$ cat src/rtl/sid_filter_ctrl.sv
// SID filter sequencer: shadows the filter registers, looks up the cutoff, loads and fires
// the filter engine once per sample tick, and captures the previous result.
// Optional saturating overrun counter: define SID_FILTER_OVERRUN_CNT_EN.
module sid_filter_ctrl #(
    parameter int ENG_CYCLES = 11
) (
    input  logic        clk,
    input  logic        rst,
    input  logic        ce_1m,
    input  logic        we,
    input  logic [4:0]  addr,
    input  logic [7:0]  din,
    output logic [10:0] f0_addr,
    input  logic [17:0] f0_data,
    output logic [17:0] eng_f0,
    output logic [7:0]  eng_res_filt,
    output logic [7:0]  eng_mode_vol,
    output logic        eng_valid,
    input  logic [17:0] eng_sound,
    output logic [17:0] sound_out,
    output logic        sound_valid,
    output logic        busy,
    output logic        overrun,
    output logic [7:0]  overrun_cnt,
    output logic [2:0]  dbg_state
);

    typedef enum logic [2:0] {
        IDLE   = 3'd0,
        LOOKUP = 3'd1,
        LOAD   = 3'd2,
        FIRE   = 3'd3,
        RUN    = 3'd4
    } state_t;

    localparam int CW = $clog2(ENG_CYCLES + 1);
    localparam logic [CW-1:0] RUN_LAST = CW'(ENG_CYCLES - 2);

    state_t        state;
    state_t        state_next;
    logic [CW-1:0] run_cnt;
    logic [2:0]    fc_lo;
    logic [7:0]    fc_hi;
    logic [7:0]    res_filt;
    logic [7:0]    mode_vol;
    logic          first_run;
    logic          valid_q;

    always_ff @(posedge clk) begin
        if (rst) begin
            state <= IDLE;
        end else begin
            state <= state_next;
        end
    end

    always_comb begin
        state_next = state;
        case (state)
            IDLE:    if (ce_1m) state_next = LOOKUP;
            LOOKUP:  state_next = LOAD;
            LOAD:    state_next = FIRE;
            FIRE:    state_next = RUN;
            RUN:     if (run_cnt == RUN_LAST) state_next = IDLE;
            default: state_next = IDLE;
        endcase
    end

    // Shadow writes are accepted in every state; a write landing in LOAD only reaches
    // the engine at the next sample because LOAD samples the pre-edge shadow values.
    always_ff @(posedge clk) begin
        if (rst) begin
            fc_lo    <= '0;
            fc_hi    <= '0;
            res_filt <= '0;
            mode_vol <= '0;
        end else if (we) begin
            case (addr)
                5'h15:   fc_lo    <= din[2:0];
                5'h16:   fc_hi    <= din;
                5'h17:   res_filt <= din;
                5'h18:   mode_vol <= din;
                default: ;
            endcase
        end
    end

    assign f0_addr = {fc_hi, fc_lo};

    always_ff @(posedge clk) begin
        if (rst) begin
            eng_f0       <= '0;
            eng_res_filt <= '0;
            eng_mode_vol <= '0;
            run_cnt      <= '0;
        end else begin
            if (state == LOAD) begin
                eng_f0       <= f0_data;
                eng_res_filt <= res_filt;
                eng_mode_vol <= mode_vol;
            end
            if (state == FIRE) begin
                run_cnt <= '0;
            end else if (state == RUN) begin
                run_cnt <= run_cnt + CW'(1);
            end
        end
    end

    // First RUN cycle holds the result of the previous sample; after reset it is stale.
    always_ff @(posedge clk) begin
        if (rst) begin
            sound_out <= '0;
            valid_q   <= 1'b0;
            first_run <= 1'b1;
        end else begin
            valid_q <= 1'b0;
            if (state == RUN && run_cnt == '0) begin
                sound_out <= eng_sound;
                valid_q   <= ~first_run;
                first_run <= 1'b0;
            end
        end
    end

    assign eng_valid   = (state == FIRE);
    assign busy        = (state != IDLE);
    assign overrun     = ce_1m & busy & ~rst;
    assign sound_valid = valid_q & ~rst;
    assign dbg_state   = state;

`ifdef SID_FILTER_OVERRUN_CNT_EN
    always_ff @(posedge clk) begin
        if (rst) begin
            overrun_cnt <= '0;
        end else if (overrun && overrun_cnt != 8'hFF) begin
            overrun_cnt <= overrun_cnt + 8'd1;
        end
    end
`else
    assign overrun_cnt = '0;
`endif

endmodule

$ cat config.mk
export PLATFORM = sky130hd
export DESIGN_NAME = sid_filter_ctrl
export DESIGN_NICKNAME = d
export VERILOG_FILES = /design/src/rtl/sid_filter_ctrl.sv
export SDC_FILE = /design/constraint.sdc
export NUM_CORES = 1
export LEC_CHECK = 0
export BUFFER_PORTS_ARGS = -buffer_cell sky130_fd_sc_hd__buf_2
export CORE_ASPECT_RATIO = 1.75
export CORE_MARGIN = 1
export CORE_UTILIZATION = 30
export DETAILED_ROUTE_END_ITERATION = 8
export HOLD_SLACK_MARGIN = 0.06
export PLACE_DENSITY = 0.59
export REMOVE_ABC_BUFFERS = 1
export SLEW_MARGIN = 30
export SYNTH_ARGS = -nofsm -noshare
export SYNTH_HDL_FRONTEND = slang
export SYNTH_SLANG_ARGS = --single-unit
$ cat constraint.sdc
create_clock -name clk -period 1.58 [get_ports clk]
set_input_delay 0.079 -clock clk [delete_from_list [all_inputs] [get_ports clk]]
set_output_delay 0.079 -clock clk [all_outputs]
set_load 0.1 [all_outputs]
==> results.cfg, run 1 <==
[status]
status = completed

[timing]
final-max-slew-violation-count = 0
rsz0062_at_grt = false
whs_ns = 0.07478
fin_crit_ns = 1.541
skew_ns = 0.007683
setup_viol = 0
hold_viol_final = 0
fmax_ghz = 0.6488
setup_slack_ns = 0.03858
period_share_pct = 97.56

[final_layout]
diodes = 0
final_cell_mix = 119 x buf_2, 86 x dfxtp_1, 71 x nand2_1, 71 x nand2b_1, 46 x mux2i_1
final_area_mm2 = 0.005151
final_common_cell = buf_2
nets = 607
syn2layout_area_growth_pct = 40.51
fillers = 1178
instances_no_fill = 693
utilization_pct = 43.16
drive_gt1_share_pct = 28.78

[detailed_routing]
met2_length_mm = 4.896
vias = 3150
drtIter0Drc = 86
totalWireLength_mm = 8.875
drt-pass1-iter-count = 7
antenna_left = 0
drt-vias-per-instance = 4.545
dr_wl_met3_um = 323
wire_per_inst_um = 12.81
drc = 0
top_layer = met4
drt-met1-wl_mm = 3.482

[grt]
track_usage_pct = 14.06
grt_max_degree = 62
grt_first_pass_wirelength_mm = 14.10
antenna_found_initial = 0
grt_pass1_vias = 3075
overflow = 0

[clocking]
cts_buffers = 9
h-tree-depth = 3
clockBufferDepth = 2
root_buffer = clkbuf_16
cts_tree = built
path_clk_slew_ns = 0.07
numClockSinks = 88
clk_latency_ns = 0.34

[floorplanning]
initial_utilization_pct = 30.71
num_rows = 53
io_pins = 131
die_x_um = 85.57
die_h_um = 148.2
core_mm2 = 0.01194
die_area_mm2 = 0.01268

[setup_path]
max_stage_delay_ns = 0.37
cp_slowest_cell = or3_4
crit_required_ns = 1.50
critPathKind = reg -> out
cp_max_fo = 5
setup.worst_path.start_class = flip-flop
arrival_ns = 1.46
path_cells = or3_4, and3b_2, buf_12
crit_path_end_kind = output pin

[synth]
yosysSeqAreaShare_pct = 48.05
netlist_area_mm2 = 0.003666
yosysWarnings = 0
synth_cells = 395
synth-seq-cells = 88
avgSynthCellArea_um2 = 9.281
ys_types = 36

[placed_design]
placed_area_mm2 = 0.004415
dp_worst_setup_slack_ns = 0.03229
gp_congestion = 0.7056
dpl.cell_count = 639
hpwl_mm = 6.147
io_buffers = 122

[power_and_ir_drop]
p_per_area_mw_per_mm2 = 1111
peakVddDrop_v = 0.0005536
power_leakage_nw = 2.291

[min_path]
worst_hold_path_type = in -> reg

[job]
cap_viol_max_count = 0
## per-layer routing
layer / global-route usage (%) / vias to the layer above
met3: 2.553 / 15
met4: 6.667 / 0
met1: 14.57 / 1470
met5: 0 / -
li1: - / 1583
met2: 26.68 / 82
## Yosys cell counts
cell,count,area (µm²)
a2111oi_0,1,8.760
a211oi_1,1,7.510
a21o_1,1,7.510
a21oi_1,39,195.2
and2_1,1,6.260
and3_1,1,6.260
and3_2,1,7.510
and3_4,1,11.26
and3b_1,1,8.760
and4_1,1,8.760
buf_12,2,40.04
buf_2,7,35.03
buf_4,9,67.56
buf_6,2,22.52
clkbuf_1,16,60.06
conb_1,1,3.750
dfxtp_1,88,1762
ha_1,3,37.54
inv_1,4,15.01
mux2i_1,46,460.4
nand2_1,71,266.5
nand2b_1,71,444.2
nand3_1,2,10.01
nand3b_1,3,22.52
nand4_1,2,12.51
nand4b_1,1,8.760
nor2_1,5,18.77
nor2b_1,4,25.02
nor3_1,2,10.01
nor3b_2,1,12.51
nor3b_4,1,18.77
nor4_1,2,12.51
o21bai_1,1,7.510
or3_2,1,7.510
or3b_1,1,8.760
xnor2_1,1,8.760
## report_power, final
part	leakage, nW	switching [W]	internal (W)
Combinational	1.42	0.000774	0.000302
Clock	0.159	0.000865	0.00148
Sequential	0.712	0.0000324	0.00227
Total	2.29	0.00167	0.00405
## worst max-delay path: cells and delay by family, from the launching register on
kind,cells,cell delay [ns]
flops,1,0.35
simple gates,2,0.61
buf+inv,1,0.16
## registers in the layout, summed over array words and instances (netlist names), 4 cells and up
signal / cells
mode_vol: 8
eng_mode_vol: 8
eng_res_filt: 8
fc_hi: 8
res_filt: 8
eng_f0: 18
sound_out: 18
run_cnt: 4
## cell families after synthesis
| logic type | Yosys count | share of synthesized area [%] |
|---|---|---|
| xor+xnor | 1 | 0.2390 |
| fa+ha+maj | 3 | 1.024 |
| other cells | 1 | 0.1023 |
| mux | 46 | 12.56 |
| flops | 88 | 48.05 |
| simple gates | 173 | 25.29 |
| buf+inv | 40 | 6.553 |
| compound gates | 43 | 6.178 |
## stage by stage
step / setup TNS [ns] / total power [W]
after CTS: 0 / 0.005812
after detailed placement: 0 / 0.003356
final: 0 / 0.005723
after floorplan: -48.34 / 0.003073
after global routing: 0 / 0.005962
after global placement: 0 / 0.003343
## worst paths after layout
check | slack [ns] | cells after the start | start | end
hold / removal | 0.07 | 3 | din[7] | mode_vol[7]
setup reg to reg | 0.11 | 4 | dbg_state[2] | sound_out[6]
setup / recovery | 0.04 | 3 | dbg_state[0] | overrun
hold reg to reg | 0.42 | 1 | first_run | valid_q
## area by class of cell
class	instances	area, µm²	area share [%]
clock buffer	12	256.5	4.979
clock inverter	4	76.32	1.482
inverter	4	15.01	0.2915
multi-input combinational	274	1702	33.03
sequential	88	1767	34.30
tap	137	171.4	3.328
timing repair buffer	174	1164	22.59
## what timing repair did
item                                    4_1_cts  5_1_grt
endpoints found under the hold margin        37        0
gates resized for setup                       9        0
buffers inserted                              1        0
endpoints found under the setup margin        3        0
hold buffers                                 37        0
Power figures use the tool's default switching activity.
==> run 2: changes to the inputs <==
--- a/config.mk
+++ b/config.mk
@@ -9,6 +9,7 @@
 export CORE_ASPECT_RATIO = 1.75
 export CORE_MARGIN = 1
 export CORE_UTILIZATION = 30
+export CTS_BUF_LIST = sky130_fd_sc_hd__clkbuf_2 sky130_fd_sc_hd__clkbuf_4 sky130_fd_sc_hd__clkbuf_8
 export DETAILED_ROUTE_END_ITERATION = 8
 export HOLD_SLACK_MARGIN = 0.06
 export PLACE_DENSITY = 0.59
==> results.cfg, run 2 (synthesized netlist as in run 1, its figures left out) <==
[status]
status = completed

[final_layout]
final-seq-area_mm2 = 0.001769
reg_top3 = eng_f0 (18), sound_out (18)
nets = 614
multiInputGateArea_mm2 = 0.001702
instances_no_fill = 700
fillers = 1179
drive_gt1_share_pct = 28.95
syn2layout_area_growth_pct = 39.69
final_common_cell = buf_2
final_cell_mix = 119 x buf_2, 86 x dfxtp_1, 71 x nand2_1, 71 x nand2b_1, 46 x mux2i_1
diodes = 0

[setup_path]
cp_max_fo = 2
cp_slowest_cell = or3_4
worst-path-buf-inv = 1
arrival_ns = 1.48
setup.worst_path.start_class = flip-flop
crit_required_ns = 1.50
max_stage_delay_ns = 0.38
crit_family = simple AND/OR/NAND/NOR gates
critPathKind = reg -> out
path_cells = or3_4, and3b_2, buf_12
crit_path_end_kind = output pin

[detailed_routing]
vias = 3180
drt-pass1-iter-count = 6
antenna_left = 0
drt-vias-per-instance = 4.543
drtIter0Drc = 72
totalWireLength_mm = 8.859
wire_per_inst_um = 12.66
drc = 0

[grt]
grt_pass1_vias = 3093
grt_max_degree = 62
track_usage_pct = 14.05
overflow = 0
grt_first_pass_wirelength_mm = 14.05
antenna_found_initial = 0

[power_and_ir_drop]
p_per_area_mw_per_mm2 = 1014
peakVddDrop_v = 0.0005085
power_leakage_nw = 2.279
fin_total_pwr_w = 0.005193

[timing]
setup_slack_ns = 0.02261
rsz0062_at_grt = true
period_share_pct = 98.57
fin_crit_ns = 1.557
final-max-slew-violation-count = 0
fmax_ghz = 0.6421
setup_viol = 0
skew_ns = 0.01056
hold_viol_final = 0

[clocking]
root_buffer = clkbuf_8
path_clk_slew_ns = 0.08
cts_tree = built
h-tree-depth = 3
cts_buffers = 9
numClockSinks = 88
clk_latency_ns = 0.36
clockBufferDepth = 2

[floorplanning]
initial_utilization_pct = 30.71
num_rows = 53
io_pins = 131
core_mm2 = 0.01194
die_h_um = 148.2
die_x_um = 85.57
die_area_mm2 = 0.01268

[placed_design]
io_buffers = 122
dpl.cell_count = 639
gp_congestion = 0.7056
dp_worst_setup_slack_ns = 0.03229
hpwl_mm = 6.147

[min_path]
worst_hold_path_type = in -> reg

[job]
cap_viol_max_count = 0
[run 2: cell types whose count changed in the layout (fill, tap and decap cells not counted), sizes merged]
| cell | previous run | this run |
|---|---|---|
| buf | 137 | 139 |
| dlygate4sd3 | 37 | 42 |
[run 2: timing repair]
item / in CTS / in global routing
buffers inserted: 2 / 1
endpoints found under the hold margin: 49 / 0
pin swaps: 1 / 1
setup endpoints to repair: 3 / 2
hold buffers: 42 / 0
gates resized for setup: 10 / 0
[run 2: worst register-to-register path, stage by stage (launching register included)]
cell and delay, ns:
dfxtp_4 0.35, buf_4 0.16, nor3b_4 0.21, and3_4 0.42
mux2i_1 0.25
[run 2: metrics by stage]
stage / utilization (%) / hold slack, ns / cell area [µm²] / TNS, ns
after floorplan: - / 0.1481 / 3467 / -48.34
after global placement: 36.99 / 0.3199 / 4415 / 0
after detailed placement: 36.99 / 0.3298 / 4415 / 0
after CTS: 42.84 / 0.06027 / 5114 / -0.01507
after global routing: 42.90 / 0.07441 / 5121 / -0.02287
final: 42.90 / 0.08148 / 5121 / 0
[run 2: power breakdown]
part / leakage [nW] / internal (W) / switching (W)
clock network: 0.116 / 0.000998 / 0.000801
logic: 1.45 / 0.000314 / 0.000778
registers: 0.712 / 0.00227 / 0.0000310
[run 2: cell type report]
class	count	area share (%)
Sequential cell	88	34.55
Multi-Input combinational cell	274	33.23
Timing Repair Buffer	181	23.99
Tap cell	137	3.347
Clock buffer	12	3.103
Clock inverter	4	1.490
Inverter	4	0.2932
[run 2: routing by layer]
metal | global-route usage (%) | wire, µm | vias to the layer above
met1 | 14.51 | 3447 | 1499
met4 | 6.000 | 151 | 0
li1 | - | - | 1594
met3 | 2.830 | 324 | 10
met2 | 26.84 | 4935 | 77
met5 | 0 | 0 | -
[run 2: final timing paths]
kind | cells past startpoint | endpoint | startpoint | slack, ns
hold / removal | 3 | mode_vol[6] | din[6] | 0.08
setup / recovery | 3 | overrun | dbg_state[2] | 0.02
setup reg to reg | 4 | sound_out[6] | dbg_state[2] | 0.11
hold reg to reg | 1 | valid_q | first_run | 0.42
==> run 3: changes to the inputs <==
--- a/config.mk
+++ b/config.mk
@@ -5,6 +5,7 @@
 export SDC_FILE = /design/constraint.sdc
 export NUM_CORES = 1
 export LEC_CHECK = 0
+export ABC_AREA = 1
 export BUFFER_PORTS_ARGS = -buffer_cell sky130_fd_sc_hd__buf_2
 export CORE_ASPECT_RATIO = 1.75
 export CORE_MARGIN = 1
==> results.cfg, run 3 <==
[clocking]
root_buffer = clkbuf_8
cts_buffers = 9
clk_latency_ns = 0.36
numClockSinks = 88
cts_tree = built
clockBufferDepth = 2
path_clk_slew_ns = 0.09
h-tree-depth = 3

[synth]
synth_common_cells = 150 x nor2_1, 108 x nand2_1, 88 x dfxtp_1
synth_top_cell_by_area = dfxtp_1
yosysWarnings = 0
synth_top_area_share_pct = 49.75
ys.flop_type = dfxtp_1
yosysSeqAreaShare_pct = 49.75
synth_most_common_cell = nor2_1
synth_cells = 500
synth-seq-cells = 88
synth_edf_count = 0
ys_types = 23
avgSynthCellArea_um2 = 7.082
synthArstFlopShare_pct = 0
netlist_area_mm2 = 0.003541
synth_area_leaders = dfxtp_1 50%, nor2_1 16%, nand2_1 11%, inv_1 5.3%, o21ai_0 4.8%

[setup_path]
crit_family = buffers and inverters
arrival_ns = 1.41
cp_slowest_cell = dlygate4sd3_1
path_cells = dlygate4sd3_1, buf_2, clkinv_2, nand2_1, nor2_1, buf_12
max_stage_delay_ns = 0.53
crit_path_end_kind = output pin
crit_required_ns = 1.50
cp_max_fo = 15
setup.worst_path.start_class = input port
critPathKind = in -> out
worst-path-buf-inv = 4

[placed_design]
placed_area_mm2 = 0.004240
hpwl_mm = 6.454
io_buffers = 122
gp_congestion = 0.7555
dp_worst_setup_slack_ns = 0.03722

[floorplanning]
die_x_um = 84.13
io_pins = 131
num_rows = 52
initial_utilization_pct = 30.75
die_h_um = 145.7
core_mm2 = 0.01152
die_area_mm2 = 0.01226

[detailed_routing]
antenna_left = 0
totalWireLength_mm = 9.443
vias = 3578
drtIter0Drc = 134
drc = 26
drt-vias-per-instance = 4.417
drt-pass1-iter-count = 6
wire_per_inst_um = 11.66

[timing]
tns_ns = 0
final-max-slew-violation-count = 0
hold_viol_final = 0
setup_viol = 0
fmax_ghz = 0.6696
rsz0062_at_grt = false
skew_ns = 0.009999
setup_slack_ns = 0.08652
fin_crit_ns = 1.493
period_share_pct = 94.52

[grt]
grt_first_pass_wirelength_mm = 14.86
track_usage_pct = 15.20
overflow = 0
antenna_found_initial = 0
grt_max_degree = 50
grt_pass1_vias = 3367

[power_and_ir_drop]
fin_total_pwr_w = 0.005403
power_leakage_nw = 2.579
p_per_area_mw_per_mm2 = 1089
peakVddDrop_v = 0.0003513

[final_layout]
drive_gt1_share_pct = 23.85
final_cell_mix = 150 x nor2_1, 119 x buf_2, 108 x nand2_1, 87 x dfxtp_1, 50 x inv_1
syn2layout_area_growth_pct = 40.11
utilization_pct = 43.08
nets = 726
reg_top3 = eng_f0 (18), sound_out (18)
final_common_cell = nor2_1
diodes = 0
final_area_mm2 = 0.004961

[status]
status = finished, violations left
violations = DRC

[min_path]
worst_hold_path_type = in -> reg

[job]
cap_viol_max_count = 0
## run 3: changes by cell type after synthesis, sizes merged, moves of 13 or more
cell and change:
o21ai +34, nor2 +149, mux2i -46, nand2b -71, inv +49, clkbuf -13, nand2 +38, a21oi -26
## run 3: cell type report
class	count	area, µm²
fillers	1172	6555
flip-flops and latches	88	1763
multi-input cells	341	1463
repair buffers	177	1175
inverters	53	200.2
well taps	135	168.9
clock buffers	12	165.2
clock inverters	4	26.28
## run 3: power by group
group / switching [W] / internal, W
sequential: 0.0000568 / 0.00233
clock: 0.000798 / 0.000702
combinational: 0.00121 / 0.000309
## run 3: kinds of logic (layout without fill, tap and decap cells)
group / Yosys count / count (layout) / share of synthesized area, %
AND/OR/NAND/NOR: 280 / 282 / 31.77
flip-flops: 88 / 88 / 49.75
buffers and inverters: 80 / 246 / 10.46
AO/OA/AOI/OAI: 48 / 48 / 6.855
adder cells (fa/ha/maj): 3 / 3 / 1.060
other: 1 / 8 / 0.1059
## run 3: through the flow
stage | cells | hold WS (ns)
2_1_floorplan | 480 | 0.1481
3_3_place_gp | 742 | 0.3031
3_5_place_dp | 742 | 0.3130
4_1_cts | 804 | 0.1755
5_1_grt | 810 | 0.1910
6_report | 810 | 0.1856
## run 3: final timing paths
check              from            end  slack [ns]  cells after the start
min reg2reg   first_run        valid_q        0.44                      1
min             addr[3]    mode_vol[3]        0.19                      5
max                 rst        overrun        0.09                      6
max reg2reg  run_cnt[0]  sound_out[12]        0.12                      7
## run 3: layer usage
layer | routed length, µm | GRT usage (%) | vias up | part of all wire [%]
met5 | 0 | 0 | - | 0
met4 | 322 | 7.931 | 0 | 3.4
met3 | 464 | 3.971 | 32 | 4.9
met2 | 5004 | 28.03 | 111 | 53
met1 | 3651 | 15.41 | 1599 | 39
li1 | - | - | 1836 | -
## run 3: what timing repair did
action,in CTS,in global routing
setup buffers,0,4
cloned,0,2
hold endpoints to repair,48,0
endpoints found under the setup margin,3,22
resized for setup,3,3
hold buffers,46,0
pin swaps,0,3
## run 3: worst register-to-register path, cell delays in order (launching register included)
cell	delay, ns
dfxtp_1	0.37
inv_1	0.11
ha_1	0.17
nand3_2	0.23
nor2_4	0.18
buf_4	0.19
nor2_1	0.05
nor2_1	0.11
